<file path="config.mk">
export PLATFORM = sky130hd
export DESIGN_NAME = batch_sequencer
export DESIGN_NICKNAME = d
export VERILOG_FILES = /design/src/rtl/batch_pkg.sv /design/src/rtl/batch_delay_line.sv /design/src/rtl/batch_sequencer.sv
export SDC_FILE = /design/constraint.sdc
export NUM_CORES = 1
export LEC_CHECK = 0
export BUFFER_PORTS_ARGS = -buffer_cell sky130_fd_sc_hd__buf_2
export CORE_MARGIN = 5
export CORE_UTILIZATION = 41
export DETAILED_ROUTE_END_ITERATION = 10
export PLACE_DENSITY = 0.71
export SLEW_MARGIN = 40
export SYNTH_ARGS = -nofsm -noshare
export SYNTH_HDL_FRONTEND = slang
export SYNTH_SLANG_ARGS = --single-unit
</file>
<file path="constraint.sdc">
create_clock -name clk -period 1.7 [get_ports clk]
set_input_delay 0.085 -clock clk [delete_from_list [all_inputs] [get_ports clk]]
set_output_delay 0.085 -clock clk [all_outputs]
set_load 0.1 [all_outputs]
</file>
<file path="src/rtl/batch_pkg.sv">
`default_nettype none
// batch_pkg: width helpers, bank type and bank-role offsets shared by the batch sequencer.
package batch_pkg;

  localparam int BANK_W_MAX = 8;
  typedef logic [BANK_W_MAX-1:0] bank_t;

  // Bank role offsets relative to the write bank: lookahead reads one bank back.
  localparam bank_t LH = bank_t'(1);

  function automatic bank_t calc_off(input int n_bank);
    return bank_t'(n_bank - 1);
  endfunction

  function automatic int cw_of(input int depth);
    return $clog2(depth);
  endfunction

  function automatic int bw_of(input int n_bank);
    return $clog2(n_bank);
  endfunction

  function automatic int vw_of(input int depth, input int n_bank, input int lat);
    return $clog2(n_bank * depth + lat + 3);
  endfunction

  function automatic bank_t bank_sub(input bank_t cyc, input bank_t off, input int n_bank);
    return (cyc - off) & bank_t'(n_bank - 1);
  endfunction

endpackage
`default_nettype wire

</file>
<file path="src/rtl/batch_delay_line.sv">
`default_nettype none
// batch_delay_line: LEN-stage shift register advancing on en_i, synchronous active-low clear.
module batch_delay_line
  import batch_pkg::*;
#(
  parameter int WIDTH = 1,
  parameter int LEN   = 1
) (
  input  logic             clk,
  input  logic             rst,
  input  logic             en_i,
  input  logic [WIDTH-1:0] data_i,
  output logic [WIDTH-1:0] data_o
);

  logic [WIDTH-1:0] stage_q [LEN];

  always_ff @(posedge clk) begin
    if (!rst) begin
      for (int i = 0; i < LEN; i++) stage_q[i] <= '0;
    end else if (en_i) begin
      stage_q[0] <= data_i;
      for (int i = 1; i < LEN; i++) stage_q[i] <= stage_q[i-1];
    end
  end

  assign data_o = stage_q[LEN-1];

endmodule
`default_nettype wire

</file>
<file path="src/rtl/batch_sequencer.sv">
`default_nettype none
// batch_sequencer: address, recursion-strobe and valid-flag sequencer for the batch filter.
// Define BATCH_DEPTH_RUNTIME_EN to add the depth_cfg_i port (batch length latched at reset/wrap).
module batch_sequencer
  import batch_pkg::*;
#(
  parameter  int DEPTH  = 15,
  parameter  int N_BANK = 4,
  parameter  int LAT    = 2,
  localparam int CW     = cw_of(DEPTH),
  localparam int BW     = bw_of(N_BANK),
  localparam int VW     = vw_of(DEPTH, N_BANK, LAT)
) (
  input  logic             clk,
  input  logic             rst,
  input  logic             en_i,
`ifdef BATCH_DEPTH_RUNTIME_EN
  input  logic [CW-1:0]    depth_cfg_i,
`endif
  output logic [CW+BW-1:0] addr_in_o,
  output logic [CW+BW-1:0] addr_lh_o,
  output logic [CW+BW-1:0] addr_fr_o,
  output logic [CW+BW-1:0] addr_br_o,
  output logic [CW:0]      res_addr_in_o,
  output logic [CW:0]      res_addr_out_f_o,
  output logic [CW:0]      res_addr_out_b_o,
  output logic             rec_rst_n_o,
  output logic             compute_valid_o,
  output logic             out_valid_o
);

  localparam int DW = CW + 1;
  localparam int AW = CW + BW;

  logic [DW-1:0] depth_w;
  logic          cnt_restart_w;
  logic          last_w;
  logic [CW-1:0] fwd_q, fwd_d, rev_w;
  logic [BW-1:0] cycle_q, cycle_d, lh_bank_w, calc_bank_w;
  logic [VW-1:0] cnt_q, cnt_d, vd_w, cv_th_w;
  logic          cv_q, cv_d, ov_q, ov_d;
  logic [AW-1:0] addr_in_q, addr_lh_q, addr_fr_q, addr_br_q;

`ifdef BATCH_DEPTH_RUNTIME_EN
  logic [DW-1:0] depth_q, cfg_w;

  always_comb begin
    cfg_w = {1'b0, depth_cfg_i};
    if (cfg_w < DW'(2))          cfg_w = DW'(2);
    else if (cfg_w > DW'(DEPTH)) cfg_w = DW'(DEPTH);
  end

  always_ff @(posedge clk) begin
    if (!rst)                depth_q <= cfg_w;
    else if (en_i && last_w) depth_q <= cfg_w;
  end

  assign depth_w       = depth_q;
  assign cnt_restart_w = en_i && last_w && (cfg_w != depth_q);
`else
  assign depth_w       = DW'(DEPTH);
  assign cnt_restart_w = 1'b0;
`endif

  assign last_w      = ({1'b0, fwd_q} == depth_w - DW'(1));
  assign rev_w       = CW'(depth_w - DW'(1) - {1'b0, fwd_q});
  assign lh_bank_w   = BW'(bank_sub(bank_t'(cycle_q), LH, N_BANK));
  assign calc_bank_w = BW'(bank_sub(bank_t'(cycle_q), calc_off(N_BANK), N_BANK));
  assign vd_w        = VW'(N_BANK * int'(depth_w) + LAT + 2);
  assign cv_th_w     = VW'((N_BANK - 1) * int'(depth_w) + LAT);

  always_comb begin
    fwd_d   = last_w ? '0 : fwd_q + CW'(1);
    cycle_d = last_w ? cycle_q + BW'(1) : cycle_q;
    if (cnt_restart_w)     cnt_d = '0;
    else if (cnt_q >= vd_w) cnt_d = cnt_q;
    else                   cnt_d = cnt_q + VW'(1);
    cv_d = cv_q | (cnt_d == cv_th_w);
    ov_d = (cnt_d == vd_w);
  end

  // Addresses capture the pre-advance counters of the step being taken.
  always_ff @(posedge clk) begin
    if (!rst) begin
      fwd_q     <= '0;
      cycle_q   <= '0;
      cnt_q     <= '0;
      cv_q      <= 1'b0;
      ov_q      <= 1'b0;
      addr_in_q <= '0;
      addr_lh_q <= '0;
      addr_fr_q <= '0;
      addr_br_q <= '0;
    end else if (en_i) begin
      fwd_q     <= fwd_d;
      cycle_q   <= cycle_d;
      cnt_q     <= cnt_d;
      cv_q      <= cv_d;
      ov_q      <= ov_d;
      addr_in_q <= {fwd_q, cycle_q};
      addr_lh_q <= {rev_w, lh_bank_w};
      addr_fr_q <= {fwd_q, calc_bank_w};
      addr_br_q <= {rev_w, calc_bank_w};
    end
  end

  logic [CW-1:0] fwd_dl_w, fwd_e_w, rev_dl_w;
  logic          cycn_dl_w, cyc_e_w, rec_dl_w;

  batch_delay_line #(.WIDTH(CW), .LEN(LAT + 2)) u_fwd_d (
    .clk(clk), .rst(rst), .en_i(en_i), .data_i(fwd_q), .data_o(fwd_dl_w));
  batch_delay_line #(.WIDTH(CW), .LEN(1)) u_fwd_e (
    .clk(clk), .rst(rst), .en_i(en_i), .data_i(fwd_dl_w), .data_o(fwd_e_w));
  batch_delay_line #(.WIDTH(CW), .LEN(LAT + 2)) u_rev_d (
    .clk(clk), .rst(rst), .en_i(en_i), .data_i(rev_w), .data_o(rev_dl_w));

  // Bank bit travels inverted so the result-read addresses clear to zero.
  batch_delay_line #(.WIDTH(1), .LEN(LAT + 2)) u_cycn_d (
    .clk(clk), .rst(rst), .en_i(en_i), .data_i(~cycle_q[0]), .data_o(cycn_dl_w));
  batch_delay_line #(.WIDTH(1), .LEN(1)) u_cyc_e (
    .clk(clk), .rst(rst), .en_i(en_i), .data_i(~cycn_dl_w), .data_o(cyc_e_w));
  batch_delay_line #(.WIDTH(1), .LEN(LAT + 2)) u_rec_d (
    .clk(clk), .rst(rst), .en_i(en_i), .data_i(last_w), .data_o(rec_dl_w));

  assign addr_in_o        = addr_in_q;
  assign addr_lh_o        = addr_lh_q;
  assign addr_fr_o        = addr_fr_q;
  assign addr_br_o        = addr_br_q;
  assign res_addr_in_o    = {fwd_e_w, cyc_e_w};
  assign res_addr_out_f_o = {fwd_dl_w, cycn_dl_w};
  assign res_addr_out_b_o = {rev_dl_w, cycn_dl_w};
  assign rec_rst_n_o      = ~rec_dl_w;
  assign compute_valid_o  = cv_q;
  assign out_valid_o      = ov_q;

endmodule
`default_nettype wire
</file>
Yosys cells after proc, flatten, opt, wreduce, memory -nomap -nowiden
Memory sizes are Yosys's and may differ from the RTL's.
Cells that the tools add are included.
{ "totals": {"regBits": 39, "ramBits": 45, "in_bits": 3, "memories": 6} }
{ "classes": {"n_reduce_logical": 3, "n_addsub": 6, "n_bitwise": 20, "order_cmp": 1, "muxes": 26, "eq_ne": 3} }
{ "mem_list": {"columns": ["memory", "depth", "word_bits", "rd", "rd_clocked_by_memory_dff", "write_ports", "line", "source"], "rows": [
  ["u_fwd_d.stage_q", 4, 4, 4, 0, 4, "batch_delay_line.sv:16", "logic [WIDTH-1:0] stage_q [LEN];"],
  ["u_rev_d.stage_q", 4, 4, 4, 0, 4, "batch_delay_line.sv:16", null],
  ["u_cycn_d.stage_q", 4, 1, 4, 0, 4, "batch_delay_line.sv:16", null],
  ["u_fwd_e.stage_q", 1, 4, 1, 0, 1, "batch_delay_line.sv:16", null],
  ["u_rec_d.stage_q", 4, 1, 4, 0, 4, "batch_delay_line.sv:16", null],
  ["u_cyc_e.stage_q", 1, 1, 1, 0, 1, "batch_delay_line.sv:16", null]
]} }
{ "ops": {"columns": ["operator", "n"], "rows": [
  ["2-to-1 mux 4 bit", 10],
  ["OR 1 bit", 17],
  ["2-to-1 mux 1 bit", 15],
  ["adder 7 x 1 -> 7 bit, second input constant", 1],
  ["equality test 7 x 6 -> 1 bit, second input constant", 1],
  ["equality test 7 bit, second input constant", 1],
  ["greater-or-equal comparator 7 bit, second input constant", 1],
  ["2-to-1 mux 7 bit", 1],
  ["adder 4 x 1 -> 4 bit, second input constant", 1],
  ["equality test 4 bit, second input constant", 1],
  ["OR reduction 4 bit", 1],
  ["subtractor 4 bit, first input constant", 1],
  ["inverter 1 bit", 3],
  ["adder 2 x 1 -> 2 bit, second input constant", 1],
  ["AND reduction 2 bit", 1],
  ["subtractor 2 x 1 -> 2 bit, second input constant", 1],
  ["subtractor 2 bit, second input constant", 1],
  ["OR reduction 1 bit", 1]
]} }

Depth between registers and ports, before layout
{ "depth": {"ltp_word": 5, "mapped_depth": 7, "mapped_depth_nobuf": 6} }

Modules after synthesis
A second synthesis with hierarchy kept.
{ "unflattened": {"cells_unflattened": 270, "hier_area_um2": 3190.6} }
{ "by_module_without_submodules": {"columns": ["module", "cells_per_inst", "area_each_um2", "seq_area_each_um2", "n_inst"], "rows": [
  ["batch_sequencer", 164, 1465.2, 540.5, 1],
  ["batch_delay_line (u_fwd_d ...)", 35, 613.1, 480.5, 2],
  ["batch_delay_line (u_cycn_d ...)", 12, 152.6, 90.1, 2],
  ["batch_delay_line (u_fwd_e)", 9, 151.4, 120.1, 1],
  ["batch_delay_line (u_cyc_e)", 3, 42.5, 30.0, 1]
]} }

Worst setup path before layout
No wires, ideal clock.
{ "synth_timing": {"path_kind": "input-to-reg", "start": "input en_i", "end": "memory u_cyc_e.stage_q[0] (enable)", "setup_ps": 390, "path_buffers": 2, "arrival_time_ps": 1129, "t_required_ps": 1310, "path_stages": 4, "path_slack_ps": 181, "cell_sequence": "buf_2 nor2b_1 buf_2 inv_1"} }
{ "synth_between": {"elab_chain_len": 5} }
{ "synth_lines": {"columns": ["item", "line", "source"], "rows": [
  ["from (decl)", "batch_sequencer.sv:16", "input logic en_i,"],
  ["2-to-1 mux 1 bit (*)", "batch_delay_line.sv:21", "end else if (en_i) begin"],
  ["2-to-1 mux 1 bit (*)", "batch_delay_line.sv:19", "if (!rst) begin"],
  ["2-to-1 mux 1 bit (not written as such) (*)", "batch_delay_line.sv:22", "stage_q[0] <= data_i;"],
  ["OR reduction 1 bit (no source line)", null, null],
  ["2-to-1 mux 1 bit (no source line) (*)", null, null],
  ["to (decl)", "batch_delay_line.sv:16", null]
]} }
Mark *: on every way between the ends. The rest lies on a longest branch, timed or not.

Worst setup path in the final report
{ "layout_timing": {"start": "register fwd_q[0]", "end": "register fwd_q[3]"} }
{ "layout_between": {"elab_chain_len": 2, "word_cells_on_any_way": 3, "cone_classes": "1 x add/sub; 1 x eq/ne; 1 x mux"} }
{ "layout_lines": {"columns": ["item", "line", "source"], "rows": [
  ["from (decl)", "batch_sequencer.sv:38", "logic [CW-1:0] fwd_q, fwd_d, rev_w;"],
  ["from (signal assigned)", "batch_sequencer.sv:95", "fwd_q <= fwd_d;"],
  ["adder 4 x 1 -> 4 bit / equality test 4 bit (equally long branches)", "batch_sequencer.sv:73, batch_sequencer.sv:65", null],
  ["2-to-1 mux 4 bit (*)", "batch_sequencer.sv:73", "fwd_d = last_w ? '0 : fwd_q + CW'(1);"]
]} }
Marks and branches as above.
A chain may end at the register's enable or synchronous reset.

==> results.json <==
{
  "postCtsSetupBuffers": 0,
  "setup-tns-final_ps": 0,
  "syn_nets": 261,
  "critPathMaxStageDelay_ps": 440,
  "grt_usage_pct": 11.9,
  "synth_adder_area_share_pct": 2.55,
  "yosys.area_share.simple_pct": 17.5,
  "startpoint_type": "register",
  "cts_max_path_buffers": 2,
  "numCtsBuffers": 9,
  "cp_max_fo": 7,
  "cts_tree": "built",
  "dp_cells": 361,
  "grt_max_degree": 50,
  "path_delay_family": "flip-flops",
  "worstSetupEndpointType": "register",
  "synthTopCellsByArea": "edfxtp_1, dfxtp_1, and3_1, buf_4, xnor2_1",
  "irDropWorstVdd_v": 0.000369,
  "antenna_left": 0,
  "antennaDiodeCount": 0,
  "critPathKind": "reg2reg",
  "synthMuxAreaShare_pct": 2.38,
  "cellPowerDensity_nw_per_um2": 1090,
  "whs_path_depth": 3,
  "io_buffers": 44,
  "finalSetupViolCount": 0,
  "syn-cell-area_sq_um": 2940,
  "syn_area_per_cell_sq_um": 11.7,
  "cts.sinks": 68,
  "fin_cells": 377,
  "tightest_slew_ps": 493,
  "dr.first_iter.drc_count": 72,
  "ctsResizeCount": 0,
  "yosysWarnings": 0,
  "row_count": 30,
  "core-area_sq_um": 6910,
  "synth_top_family_by_area": "simple AND/OR/NAND/NOR gates",
  "layout_common_cells": "buf_2, edfxtp_1, dfxtp_1, and3_1, nor2b_1",
  "fin_hold_ws_ps": 125,
  "seq_area_sq_um": 1710,
  "reg2reg_to": "fwd_q[3]$_SDFFE_PN0P_",
  "rsz0062_at_grt": "no",
  "critPathArrivalTime_ps": 1780,
  "postCtsHoldBufs": 0,
  "synth_compound_area_share_pct": 6.42,
  "slew_viol_final": 0,
  "dieArea_sq_um": 8970,
  "cts_root_buf": "clkbuf_8",
  "fin_crit_ps": 1490,
  "gp_congestion": 0.776,
  "drt-pass1-iter-count": 4,
  "hold_path.class": "in2reg",
  "fmax_ghz": 0.671,
  "final_common_cell": "buf_2",
  "fin_crit_sh_pct": 87.7,
  "required_ps": 1990,
  "htreeDepth": 3,
  "avgRoutedWirePerCell_microns": 12.7,
  "synth-xor-area-share_pct": 3.87,
  "cp_slowest_cell": "dfxtp_1",
  "ys_ff_latch": 68,
  "finalWirelength_microns": 4780,
  "skew_ps": 5.81,
  "die_h_microns": 94.7,
  "viasPerCell": 4.66,
  "hpwl_microns": 3150,
  "yosysUniqueCellTypes": 39,
  "via_count": 1758,
  "max_cap_violations": 0,
  "synth_top_area_share_pct": 35.7,
  "maxSlewHeadroom_pct": 67.3,
  "outcome": "complete, no violations",
  "synth-async-reset-ratio_pct": 0,
  "ff2ff_path_depth": 6,
  "hp-start": "en_i",
  "drc_errors": 0,
  "grt_pass1_wl_microns": 7940,
  "ios": 45,
  "start_util_pct": 42.6,
  "crit_chain": "inv_1 > ha_1 > and3_1 > nand2b_1 > a21boi_0 > o21a_1",
  "syn_to_final_growth_pct": 10.8,
  "synth_enable_flop_cells": 35,
  "drive_above_1_share_pct": 24.6,
  "r2r-start": "fwd_q[0]$_SDFFE_PN0P_",
  "cts.clk_slew.worst_paths_ps": 70,
  "antenna_found_initial": 0,
  "grt_pass1_vias": 1681,
  "synth_largest_area_cell": "edfxtp_1",
  "leakagePower_uw": 0.00154,
  "fillers": 661,
  "die_w_microns": 94.7,
  "yosysSeqAreaShare_pct": 58.2,
  "grt_remaining_overflow": 0,
  "syn_inst": 252,
  "worstSkewPairLatency_ps": 340,
  "whs_endpoint": "cnt_q[6]$_SDFFE_PN0P_",
  "multiInputGateArea_sq_um": 962,
  "hold_viol": 0,
  "r2r_setup_slack_ps": 210,
  "synth_flop_cell": "edfxtp_1",
  "crit_buf_inv": 1,
  "nNetsFinal": 285
}
-- worst reg2reg max path, cell delays in order (launching register included) --
cell and delay (ps):
dfxtp_1 440, inv_1 90, ha_1 210, and3_1 230, nand2b_1 150, a21boi_0 160, o21a_1 150
-- worst max path at each step --
stage / from / to / slack [ps] / depth (start not counted)
floorplan: en_i / u_cyc_e.stage_q[0]$_DFFE_PP_ / 180 / 4
global placement: fwd_q[0]$_SDFFE_PN0P_ / fwd_q[3]$_SDFFE_PN0P_ / 280 / 6
detailed placement: fwd_q[0]$_SDFFE_PN0P_ / fwd_q[3]$_SDFFE_PN0P_ / 220 / 6
CTS: fwd_q[0]$_SDFFE_PN0P_ / fwd_q[3]$_SDFFE_PN0P_ / 200 / 6
global route: fwd_q[0]$_SDFFE_PN0P_ / fwd_q[3]$_SDFFE_PN0P_ / 60 / 6
finish: fwd_q[0]$_SDFFE_PN0P_ / fwd_q[3]$_SDFFE_PN0P_ / 210 / 6
-- state kept, by name, summed over array words and instances, names as in the netlist --
signal / count
u_fwd_e.stage_q: 4
fwd_q: 4
cycle_q: 2
addr_lh_o: 5
out_valid_o: 1
u_fwd_d.stage_q: 16
u_rev_d.stage_q: 12
cnt_q: 7
u_rec_d.stage_q: 4
u_cyc_e.stage_q: 1
u_cycn_d.stage_q: 4
addr_fr_o: 1
compute_valid_o: 1
addr_in_o: 6
-- final cells by class --
cell class,instances,area share (%)
Inverter,8,0.921
Sequential cell,68,52.5
Clock buffer,12,4.45
Multi-Input combinational cell,139,29.5
Timing Repair Buffer,50,8.14
Clock inverter,4,0.768
Tap cell,96,3.69
-- cell usage after synthesis (5+ instances only) --
cell type / instances
buf_2: 6
a21o_1: 7
a21oi_1: 5
nor2_1: 8
dfxtp_1: 33
buf_4: 20
and2_1: 8
edfxtp_1: 35
ha_1: 6
inv_1: 8
and3_1: 32
xnor2_1: 10
nand2_1: 9
nor2b_1: 13
mux2i_1: 7
clkbuf_1: 8
-- stage by stage --
step                      setup WS, ps  area, sq um  total power, uW  util (%)
final                              210         3260             3550      47.2
after detailed placement           219         3090             2440      44.7
after global routing              63.1         3260             3710      47.2
after CTS                          199         3260             3580      47.2
after global placement             283         3090             2430      44.7
after floorplan                    181         2940             2380         -
-- metal layers --
| metal | vias up | global-route usage [%] | share of wire (%) |
|---|---|---|---|
| met5 | - | 0 | 0 |
| met4 | 0 | 8.65 | 2.8 |
| met3 | 8 | 3.35 | 5.7 |
| met2 | 40 | 18.2 | 46 |
| met1 | 810 | 14.1 | 46 |
| li1 | 900 | - | - |
-- power breakdown --
| group | internal (uW) | total (uW) | switching [uW] |
|---|---|---|---|
| clock | 565 | 1150 | 588 |
| combinational | 91.7 | 564 | 473 |
| sequential | 1800 | 1830 | 31.0 |
| total | 2460 | 3550 | 1090 |
-- cell families after synthesis --
logic type / count (synthesis)
buffers and inverters: 45
adders and majority gates: 6
AOI/OAI and AO/OA: 26
muxes: 7
and+or+nand+nor: 87
xor gates and xnor gates: 13
DFF: 68
Note: power is estimated with default switching activity, not from simulation.
